### src/rtl/bit_interleaver.sv
// Single-bit-per-subcarrier block interleaver: ping-pong banks are written in
// permuted order and read out sequentially, one bit per cycle.
module bit_interleaver #(
  parameter int N_CBPS = 48
) (
  input  logic Clock,
  input  logic Reset,
  input  logic Start,
  input  logic Input,
  input  logic InValid,
  output logic Output,
  output logic OutValid,
  output logic SymbolDone,
  output logic read_state
);

  // Handshake: Input is taken on every edge with InValid=1 (no backpressure);
  // Output is meaningful exactly in cycles with OutValid=1.

  localparam int CW = $clog2(N_CBPS);
  localparam logic [CW-1:0] LAST = CW'(N_CBPS - 1);
  localparam logic [CW-1:0] ROWS = CW'(N_CBPS / 16);

  typedef enum logic {
    RD_IDLE = 1'b0,
    RD_BUSY = 1'b1
  } rd_state_t;

  logic [N_CBPS-1:0] bank [2];
  logic              wr_bank;
  logic [CW-1:0]     wr_cnt;
  logic [CW-1:0]     k_eff;
  logic [CW-1:0]     wr_addr;
  logic              wr_last;

  rd_state_t     state, state_n;
  logic          rd_bank, rd_bank_n;
  logic [CW-1:0] rd_cnt, rd_cnt_n;
  logic [1:0]    pend, pend_n;
  logic          launch;
  logic          launch_bank;
  logic          out_n, valid_n, done_n;

  // Start restarts the symbol, so the bit arriving with it becomes k=0.
  always_comb begin
    k_eff   = Start ? '0 : wr_cnt;
    wr_addr = ROWS * CW'(k_eff[3:0]) + (k_eff >> 4);
    wr_last = InValid && (k_eff == LAST);
  end

  always_ff @(posedge Clock) begin
    if (Reset) begin
      wr_cnt  <= '0;
      wr_bank <= 1'b0;
    end else if (InValid) begin
      wr_cnt <= wr_last ? '0 : k_eff + CW'(1);
      if (wr_last) wr_bank <= ~wr_bank;
    end else if (Start) begin
      wr_cnt <= '0;
    end
  end

  // Bank storage carries no reset; stale contents are never read because
  // only a completed symbol ever becomes pending.
  always_ff @(posedge Clock) begin
    if (!Reset && InValid) bank[wr_bank][wr_addr] <= Input;
  end

  always_comb begin
    state_n     = state;
    rd_bank_n   = rd_bank;
    rd_cnt_n    = rd_cnt;
    pend_n      = pend;
    launch      = 1'b0;
    launch_bank = 1'b0;
    out_n       = 1'b0;
    valid_n     = 1'b0;
    done_n      = 1'b0;

    if (wr_last) pend_n[wr_bank] = 1'b1;

    // A just-completed bank launches on its own final write edge: address 0
    // (k=0) was stored earlier, so its first bit is already available.
    if (state == RD_IDLE) begin
      if (wr_last) begin
        launch      = 1'b1;
        launch_bank = wr_bank;
      end else if (pend[0]) begin
        launch      = 1'b1;
        launch_bank = 1'b0;
      end else if (pend[1]) begin
        launch      = 1'b1;
        launch_bank = 1'b1;
      end
    end

    if (launch) begin
      pend_n[launch_bank] = 1'b0;
      out_n     = bank[launch_bank][0];
      valid_n   = 1'b1;
      rd_bank_n = launch_bank;
      rd_cnt_n  = CW'(1);
      state_n   = RD_BUSY;
    end else if (state == RD_BUSY) begin
      out_n   = bank[rd_bank][rd_cnt];
      valid_n = 1'b1;
      done_n  = (rd_cnt == LAST);
      if (rd_cnt == LAST) begin
        rd_cnt_n = '0;
        state_n  = RD_IDLE;
      end else begin
        rd_cnt_n = rd_cnt + CW'(1);
      end
    end
  end

  always_ff @(posedge Clock) begin
    if (Reset) begin
      state      <= RD_IDLE;
      rd_bank    <= 1'b0;
      rd_cnt     <= '0;
      pend       <= '0;
      Output     <= 1'b0;
      OutValid   <= 1'b0;
      SymbolDone <= 1'b0;
    end else begin
      state      <= state_n;
      rd_bank    <= rd_bank_n;
      rd_cnt     <= rd_cnt_n;
      pend       <= pend_n;
      Output     <= out_n;
      OutValid   <= valid_n;
      SymbolDone <= done_n;
    end
  end

  assign read_state = state;

endmodule

### config.mk
export PLATFORM = sky130hd
export DESIGN_NAME = bit_interleaver
export DESIGN_NICKNAME = d
export VERILOG_FILES = /design/src/rtl/bit_interleaver.sv
export SDC_FILE = /design/constraint.sdc
export NUM_CORES = 1
export LEC_CHECK = 0
export ABC_CLOCK_PERIOD_IN_PS = 4300
export CAP_MARGIN = 30
export CORE_UTILIZATION = 62
export CTS_BUF_LIST = sky130_fd_sc_hd__clkbuf_4 sky130_fd_sc_hd__clkbuf_8 sky130_fd_sc_hd__clkbuf_16
export CTS_CLUSTER_SIZE = 24
export DETAILED_ROUTE_END_ITERATION = 8
export GPL_TIMING_DRIVEN = 0
export PLACE_DENSITY_LB_ADDON = 0.25
export SLEW_MARGIN = 30
export SYNTH_ARGS = -nofsm -noshare
export SYNTH_HDL_FRONTEND = slang
export SYNTH_SLANG_ARGS = --single-unit
### constraint.sdc
create_clock -name Clock -period 4.3 [get_ports Clock]
set_input_delay 1.29 -clock Clock [delete_from_list [all_inputs] [get_ports Clock]]
set_output_delay 1.29 -clock Clock [all_outputs]
set_load 0.01 [all_outputs]
**Word-level counts from Yosys, hierarchy flattened**

Memories as Yosys holds them, arrays and structs flattened. A register that Yosys moved wholly into a read port is not among the register bits.
Index checks and enable logic that the tools add are counted.
W data, S select, Z words.

- Register bits after elaboration: 20
- RAM bits: 96
- Word-level logic and storage cells: 73
- Memories: 1

Memories:

| memory | words | bits a word | read ports | clocked after Yosys merged registers in | write ports | RTL line | text |
|---|---|---|---|---|---|---|---|
| bank | 2 | 48 | 2 | 1 | 1 | 29 | `logic [N_CBPS-1:0] bank [2];` |

- $add $sub $neg: 3
- Multiply operators: 1
- Magnitude comparators: 7
- Equal/unequal tests: 2
- Mux-type cells: 34
- Bitwise logic cells: 5
- Reductions and logical operators: 10

Operators with widths:

| operator | count |
|---|---|
| $mux W48 | 1 |
| $mux W6 | 4 |
| $mux W1 | 23 |
| $lt A6 B7 Y1 const B | 2 |
| $add A6 B1 Y6 const B | 2 |
| $eq A6 B6 Y1 const B | 2 |
| $add A6 B2 Y6 | 1 |
| $bmux W1 S6 | 1 |
| $demux W1 S6 | 1 |
| $ge A6 B1 Y1 const B | 1 |
| $mul A2 B4 Y6 const A | 1 |
| $logic_and A1 B1 Y1 | 5 |
| $lt A1 B2 Y1 const B | 2 |
| $mux W2 | 2 |
| $reduce_or A3 Y1 | 1 |
| $and A2 B2 Y2 | 1 |
| $demux W1 S1 | 2 |
| $ge A1 B1 Y1 const B | 2 |
| $not A1 Y1 | 2 |
| $not A2 Y2 | 1 |
| $or A2 B2 Y2 | 1 |
| $reduce_and A2 Y1 | 1 |
| $reduce_bool A2 Y1 | 1 |
| $reduce_or A2 Y1 | 1 |
| $logic_not A1 Y1 | 1 |

**Logic depth before layout (Yosys ltp)**

- Word-level depth: 12
- Mapped depth: 11
- Mapped depth without buffers: 10

**Worst setup path after synthesis**

No wires, ideal clock.

- Path kind: input to register
- Start point: in Start
- End point: mem bank[0][0] (enable)
- Arrival time: 3.602 ns
- Slack: 0.395 ns
- Stages on the path: 10
- Cell sequence: clkbuf_1 nor2b_1 ha_1 ha_1 fa_1 a21o_1 a21oi_1 nor2b_1 nand3_1 nor2_1

- Cells in the longest elaborated chain, start to end: 8

Ends and longest elaborated chain:

| what | RTL line | text |
|---|---|---|
| start: declaration | 8 | `input logic Start,` |
| $mux W6 (*) | -- |  |
| $mul A2 B4 Y6 | 47 | `wr_addr = ROWS * CW'(k_eff[3:0]) + (k_eff >> 4);` |
| $add A6 B2 Y6 (*) | 47 |  |
| $lt A6 B7 Y1 (implied by the code) / $ge A6 B1 Y1 (equally long branches) | 66 | `if (!Reset && InValid) bank[wr_bank][wr_addr] <= Input;` |
| $logic_and A1 B1 Y1 (implied by the code) | 66 |  |
| $mux W1 (implied by the code) | 66 |  |
| $demux W1 S6 (*) | 66 |  |
| $mux W48 (implied by the code) (*) | 66 |  |
| end: declaration | 29 |  |

Every way passes the cells marked *; elsewhere a longest branch is shown, timed or not.

**Worst setup path after layout**

- Start point: in Start
- End point: mem bank[0][12] (enable)

The elaborated chain is that of the path after synthesis.

==> results.sh <==
export IMPL_syn_inst=453
export IMPL_worstPathArrival_ns=4.36
export IMPL_overflow=0
export IMPL_max_freq_mhz=240.7
export IMPL_max_cap_violations=0
export IMPL_cts_buffers=17
export IMPL_clockBufferDepth=2
export IMPL_cp_slowest_stage_delay_ns=0.48
export IMPL_fp_dieH_um=96.32
export IMPL_seq_area_frac_synth_pct=59.89
export IMPL_first_global_vias=3619
export IMPL_row_count=34
export IMPL_fill_cells=546
export IMPL_synth_cell_type_count=52
export IMPL_cts_tree="done"
export IMPL_final_hold_viol_count=0
export IMPL_synth_largest_area_cell="edfxtp_1"
export IMPL_first_iter_violations=411
export IMPL_slew_headroom_pct=56.90
export IMPL_setup_worst_path_class="primary input to flip-flop"
export IMPL_layout_drive_gt1_share_pct=17.68
export IMPL_leakagePower_nw=2.119
export IMPL_synthFlopType="edfxtp_1"
export IMPL_async_flop_share_pct=0
export IMPL_tightest_slew_ns=0.6451
export IMPL_clock_root_buffer="clkbuf_8"
export IMPL_port_buffers=7
export IMPL_netlist_area_leader_share_pct=52.27
export IMPL_hold_path_class="flip-flop to flip-flop"
export IMPL_hpwl_um=7941
export IMPL_final_cells=600
export IMPL_die_x_um=96.32
export IMPL_grt_pass1_wl_um=18980
export IMPL_setup_viol=0
export IMPL_cpMostUsedCell="ha_1"
export IMPL_crit_slowest_cell="clkdlybuf4s50_1"
export IMPL_muxShareOfSynthArea_pct=10.34
export IMPL_area_delta_synth_final_pct=15.81
export IMPL_synth_enable_flop_cells=96
export IMPL_fp_coreArea_um2=8678
export IMPL_synth_compound_area_share_pct=5.263
export IMPL_cp_data_required_time_ns=4.51
export IMPL_placed_area_um2=5738
export IMPL_start_kind="primary input"
export IMPL_nets=494
export IMPL_start_util_pct=63.55
export IMPL_post_drt_wl_per_cell_um=20.63
export IMPL_placed_cells=569
export IMPL_drc=0
export IMPL_grt_max_degree=53
export IMPL_path_max_fanout=10
export IMPL_clkTransAtPathRegs_ns=0.06
export IMPL_synthTopCellsByArea="edfxtp_1 (52%), nor2_1 (8.0%), dfxtp_1 (7.6%)"
export IMPL_cp_cell_sequence="clkdlybuf4s50_1 -> clkbuf_2 -> nor2b_2 -> ha_1 -> ha_1 -> fa_1 -> a21o_1 -> a21oi_2 -> nor2b_4 -> nand3_2 -> nor2_1"
export IMPL_cts_hold_buffers=0
export IMPL_min_period_ns=4.155
export IMPL_yosys_area_share_simple_pct=17.49
export IMPL_synth_xor_area_share_pct=2.201
export IMPL_num_vias=3781
export IMPL_final_util_pct=73.60
export IMPL_p_per_area_nw_per_um2=405.5
export IMPL_synthAdderAreaFrac_pct=2.178
export IMPL_synth_fp_nets=467
export IMPL_skew_ns=0.01137
export IMPL_dieArea_um2=9277
export IMPL_end_kind="flip-flop"
export IMPL_clock_latency_ns=0.52
export IMPL_netlist_area_um2=5515
export IMPL_design_area_um2=6387
export IMPL_reg2reg_slack_ns=1.02
export IMPL_diodes=0
export IMPL_io_pins=9
export IMPL_synth_top_family_by_area="simple AND/OR/NAND/NOR gates"
export IMPL_antenna_left=0
export IMPL_vdd_drop_max_v=0.0002642
export IMPL_ys_ff_latch=117
export IMPL_post_route_period_util_pct=96.63
export IMPL_viasPerCell=6.302
export IMPL_yosysWarnings=0
export IMPL_gp_congestion=0.8758
export IMPL_grt_util_all_layers_pct=29.01
export IMPL_dr_pass1_iters=6
export IMPL_syn_area_per_cell_um2=12.18
export IMPL_antenna_found_initial=0
export IMPL_outcome="finished clean"
export IMPL_drv_slew=0
export IMPL_rsz0062_at_grt="yes"
export IMPL_cts_sinks=117
export IMPL_drt_total_wl_um=12380
export IMPL_cts_htree_levels=4
## flip-flops by register name, summed over array words and instances (netlist names), named ones only
signal      count
OutValid        1
pend            2
rd_bank         1
wr_cnt          6
read_state      1
bank           96
Output          1
wr_bank         1
SymbolDone      1
rd_cnt          6
## worst max-delay path, delay by kind of cell
kind	cells	cell delay, ns
simple gates	4	0.96
compound gates	2	0.42
fa+ha+maj	3	0.97
buf+inv	2	0.71
## stage by stage
step            TNS, ns  total power [W]  hold WS (ns)  worst slack, ns
3_5_place_dp     -53.20         0.001295        0.4565          -0.7292
2_1_floorplan         0         0.001271        0.4359           0.3954
5_1_grt         -0.4810         0.002657        0.5458         -0.05473
3_3_place_gp     -46.81         0.001294        0.4518          -0.6414
4_1_cts        -0.07536         0.002596        0.4960         -0.02807
6_report              0         0.002590        0.4951           0.1447
## cell usage in the layout (no fill, tap or decap), types with 4 or more instances in the layout
cell	n
a21o_1	4
a21oi_1	10
a221oi_1	4
a22oi_1	4
buf_2	5
clkbuf_1	16
clkbuf_16	19
clkdlybuf4s50_1	6
dfxtp_1	21
edfxtp_1	96
ha_1	8
inv_1	6
mux2_2	7
mux4_2	15
nand2_1	22
nand2b_1	5
nand3_1	10
nand3_2	10
nand4b_1	4
nor2_1	116
nor2b_1	11
nor3_1	8
o21ai_0	6
xnor2_1	6
xor2_1	4
## cells by family (layout without fill, tap and decap cells)
logic type               count (synthesis)  count (layout)
AO/OA/AOI/OAI                           42              42
adder cells (fa/ha/maj)                  9               9
AND/OR/NAND/NOR                        209             209
buffers and inverters                   32              71
flip-flops                             117             117
XOR/XNOR                                13              13
multiplexers                            31              31
## synthesized netlist by cell type, drive strengths merged, types with 4 or more instances
cell      n
nand3    20
xnor2     7
nand4b    4
nor2    117
nor3      8
mux4     18
o21ai     6
xor2      6
a221oi    5
a22oi     4
a21oi    12
ha        8
and2      4
inv       6
dfxtp    21
edfxtp   96
a21o      4
nand2b    5
nor2b    13
nand2    22
buf       9
clkbuf   17
mux2     10
## path summary, 6_finish.rpt
check	start	endpoint	cells past startpoint
worst max-delay path	Start	bank[0][12]	11
worst min-delay path	rd_bank	flip-flop	2
worst max register to register	wr_cnt[2]	bank[1][44]	10
worst min register to register	rd_bank	flip-flop	2
## what timing repair did
action	in CTS	in global routing
setup endpoints to repair	65	94
setup buffers	0	0
pin swaps	0	0
gates cloned	0	0
resized for setup	6	13
## area by class of cell
cell class | count | area [um2] | share of cell area (%)
sequential | 117 | 3303 | 51.71
multi-input combinational | 304 | 2150 | 33.65
clock buffer | 24 | 525.5 | 8.227
tap | 108 | 135.1 | 2.116
buffer | 26 | 123.9 | 1.939
timing repair buffer | 8 | 87.58 | 1.371
clock inverter | 7 | 40.04 | 0.6268
inverter | 6 | 22.52 | 0.3526
## power breakdown
part,switching (W),total (W),internal [W]
Sequential,0.00000158,0.00123,0.00123
Combinational,0.0000318,0.0000451,0.0000133
Clock,0.000479,0.00132,0.000838
Total,0.000512,0.00259,0.00208
## routing by layer
metal | global-route usage [%] | vias up | share of wire [%]
met5 | 0 | - | 0
met3 | 9.716 | 30 | 6.9
met2 | 46.28 | 164 | 50
met4 | 14.34 | 0 | 2.7
met1 | 35.37 | 1887 | 40
li1 | - | 1700 | -
No activity file was read; power rests on OpenSTA's default activity.
==> variant (same settings) <==
`N_CBPS`: 48 -> 24.
--- a/src/rtl/bit_interleaver.sv
+++ b/src/rtl/bit_interleaver.sv
@@ -1,7 +1,7 @@
 // Single-bit-per-subcarrier block interleaver: ping-pong banks are written in
 // permuted order and read out sequentially, one bit per cycle.
 module bit_interleaver #(
-  parameter int N_CBPS = 48
+  parameter int N_CBPS = 24
 ) (
   input  logic Clock,
   input  logic Reset,
Formal check against the unedited RTL: no difference found for any inputs over 10 cycles, from zero or initial values and one cycle with Reset high; that may be too few to reach the edited logic, so the function may still have changed.
==> variant against the original RTL <==
  * Total power decreased by 48%
  * Global-route usage fell by 4.8 points
  * Area after synthesis is 43% lower
  * Largest power group is now registers
  * Sequential cell count down 50
  * Sequential power is 43% lower
  * Wire length decreased by 54%
  * Via count is 45% lower
  * Final area is 45% lower
  * Setup slack gained 380 ps
  * First-iteration DRC count fell by 59%
  * Core utilization up 0.46 points
  * Critical endpoint is now bank[0][17]$_DFFE_PP_
==> variant: results (changes against the original RTL) <==
Yosys
  • Area contributors post-synth: edfxtp_1 46%, dfxtp_1 12%, mux4_1 8.4%
  • Sequential-to-total area share from yosys stat: 0.580 (-0.0186)
  • Post-synthesis xor/xnor area fraction: 0.0195 (-0.00248)
  • Mux cell area share after synthesis: 0.120 (+0.0169)
  • Commonest cells in the synthesized netlist: 53 x nor2_1, 48 x edfxtp_1, 19 x dfxtp_1, 13 x nand2_1, 11 x nand3_1
  • EDFF count, synth: 48 (-50%)
  • Ys flop type: edfxtp_1
  • Post-synth ARST share: 0 (unchanged)
  • Compound-Gate Fraction of Synth Area: 0.0570 (+0.00436)
  • Netlist cell types: 45 (-13%)
  • YS warnings: 0 (unchanged)
  • Synth Area in Adders: 0.0120 (-0.00982)

Clocking
  • Post-CTS resize count: 0 (-6)
  • Clock Path Buffers: 2 (unchanged)
  • Postcts setup bufs: 0 (unchanged)
  • Worst-path clk slew: 70 ps
  • Worst-Skew Late Latency: 340 ps (-180 ps)
  • Clock Root Buffer: clkbuf_8
  • CTS Buf Count: 9 (-8)
  • H-tree depth: 3 (-1)

Detailed routing
  • Post-DRT Antenna Nets: 0 (unchanged)
  • DRT Wirelength: 5.71 mm (-54%)
  • Via count: 2084 (-45%)
  • DR iter-0 viols: 169 (-59%)
  • Drt pass-1 iters: 4 (-2)

Layout
  • Layout cell share with drive strength beyond 1: 0.109 (-0.0677)
  • Biggest regs: bank (48), rd_cnt (5), wr_cnt (5)
  • ANT cells: 0 (unchanged)
  • Fin nets: 287 (-42%)

STA
  • Slew headroom: 0.492 (-0.0771)
  • Clock Skew: 6.53 ps (-4.84 ps)

Critical path
  • Crit path max fanout: 10 (unchanged)
  • CP Data Arrival Time: 3820 ps (-540 ps)

Flow run
  • Max-cap viol count: 0 (unchanged)

Placed design
  • # port buffers: 6 (-1)
  • Final GP Congestion: 0.859 (-1.9%)
  • Detailed Place HPWL: 3.89 mm (-51%)

Hold path
  • Hold WC Path Type: register to register

Pwr
  • Maximum vdd ir drop: 0.258 mV (-2.4%)
  • Lkg Pwr: 1.15 nW (-46%)

GRT
  • Global-route wire length before repair: 9.25 mm (-51%)
  • Vias in the first global route: 1887 (-48%)
  • Largest net degree at the start of global routing: 49 (-7.5%)
  • Tot GR Track Use: 0.242 (-0.0476)
  • Initial antenna violation count: 0 (unchanged)

Status
  • Status: finished, final reports clean
variant: path summary, 6_finish.rpt:
kind | startpoint | end | cells after the start | slack (ps)
worst max-delay path | Start | bank[0][17]$_DFFE_PP_ | 9 | 530
worst min-delay path | wr_cnt[4]$_SDFF_PP0_ | wr_cnt[4]$_SDFF_PP0_ | 2 | 530
worst max register to register | wr_cnt[0]$_SDFF_PP0_ | bank[0][17]$_DFFE_PP_ | 7 | 1880
worst min register to register | wr_cnt[4]$_SDFF_PP0_ | wr_cnt[4]$_SDFF_PP0_ | 2 | 530
variant: worst max-delay path, stage by stage:
cell             delay (ps)
clkdlybuf4s50_1         510
clkbuf_1                270
nor2b_1                 260
ha_1                    210
ha_1                    260
inv_1                   110
or4_1                   510
clkbuf_1                220
nor2_1                  170
variant: stage by stage:
| stage | utilization | setup WS, ps | cell area (sq um) | total power [mW] | instances |
|---|---|---|---|---|---|
| final | 0.741 | 526 | 3540 | 1.36 | 351 |
| after global routing | 0.741 | 373 | 3540 | 1.39 | 351 |
| after CTS | 0.741 | 555 | 3540 | 1.36 | 351 |
| after detailed placement | 0.690 | 200 | 3300 | 0.745 | 335 |
| after global placement | 0.692 | 206 | 3310 | 0.745 | 335 |
| after floorplan | - | 1050 | 3170 | 0.732 | 262 |
variant: final cells by class:
cell class	count	area, sq um
flip-flops and latches	67	1820
plain buffers	16	96.3
well taps	67	83.8
clock buffers	9	124
clock inverters	7	116
repair buffers	6	55.1
fillers	337	1240
inverters	4	15.0
multi-input cells	175	1230
variant: kinds of logic (layout without fill, tap and decap cells):
family	after synthesis	in the layout
other cells	1	8
buf+inv	20	42
flops	67	67
simple gates	113	113
xor+xnor	7	7
compound gates	25	25
mux	19	19
fa+ha+maj	3	3
variant: where the power goes:
| group | internal, mW | switching, mW |
|---|---|---|
| registers | 0.699 | 0.00259 |
| logic | 0.00901 | 0.0209 |
| clock network | 0.384 | 0.242 |
| total | 1.09 | 0.266 |
variant: metal layers:
| metal | wire [um] | GRT usage | up-vias |
|---|---|---|---|
| li1 | - | - | 995 |
| met1 | 2610 | 0.330 | 1031 |
| met2 | 2720 | 0.371 | 47 |
| met3 | 252 | 0.0594 | 11 |
| met4 | 123 | 0.109 | 0 |
| met5 | 0 | 0 | - |
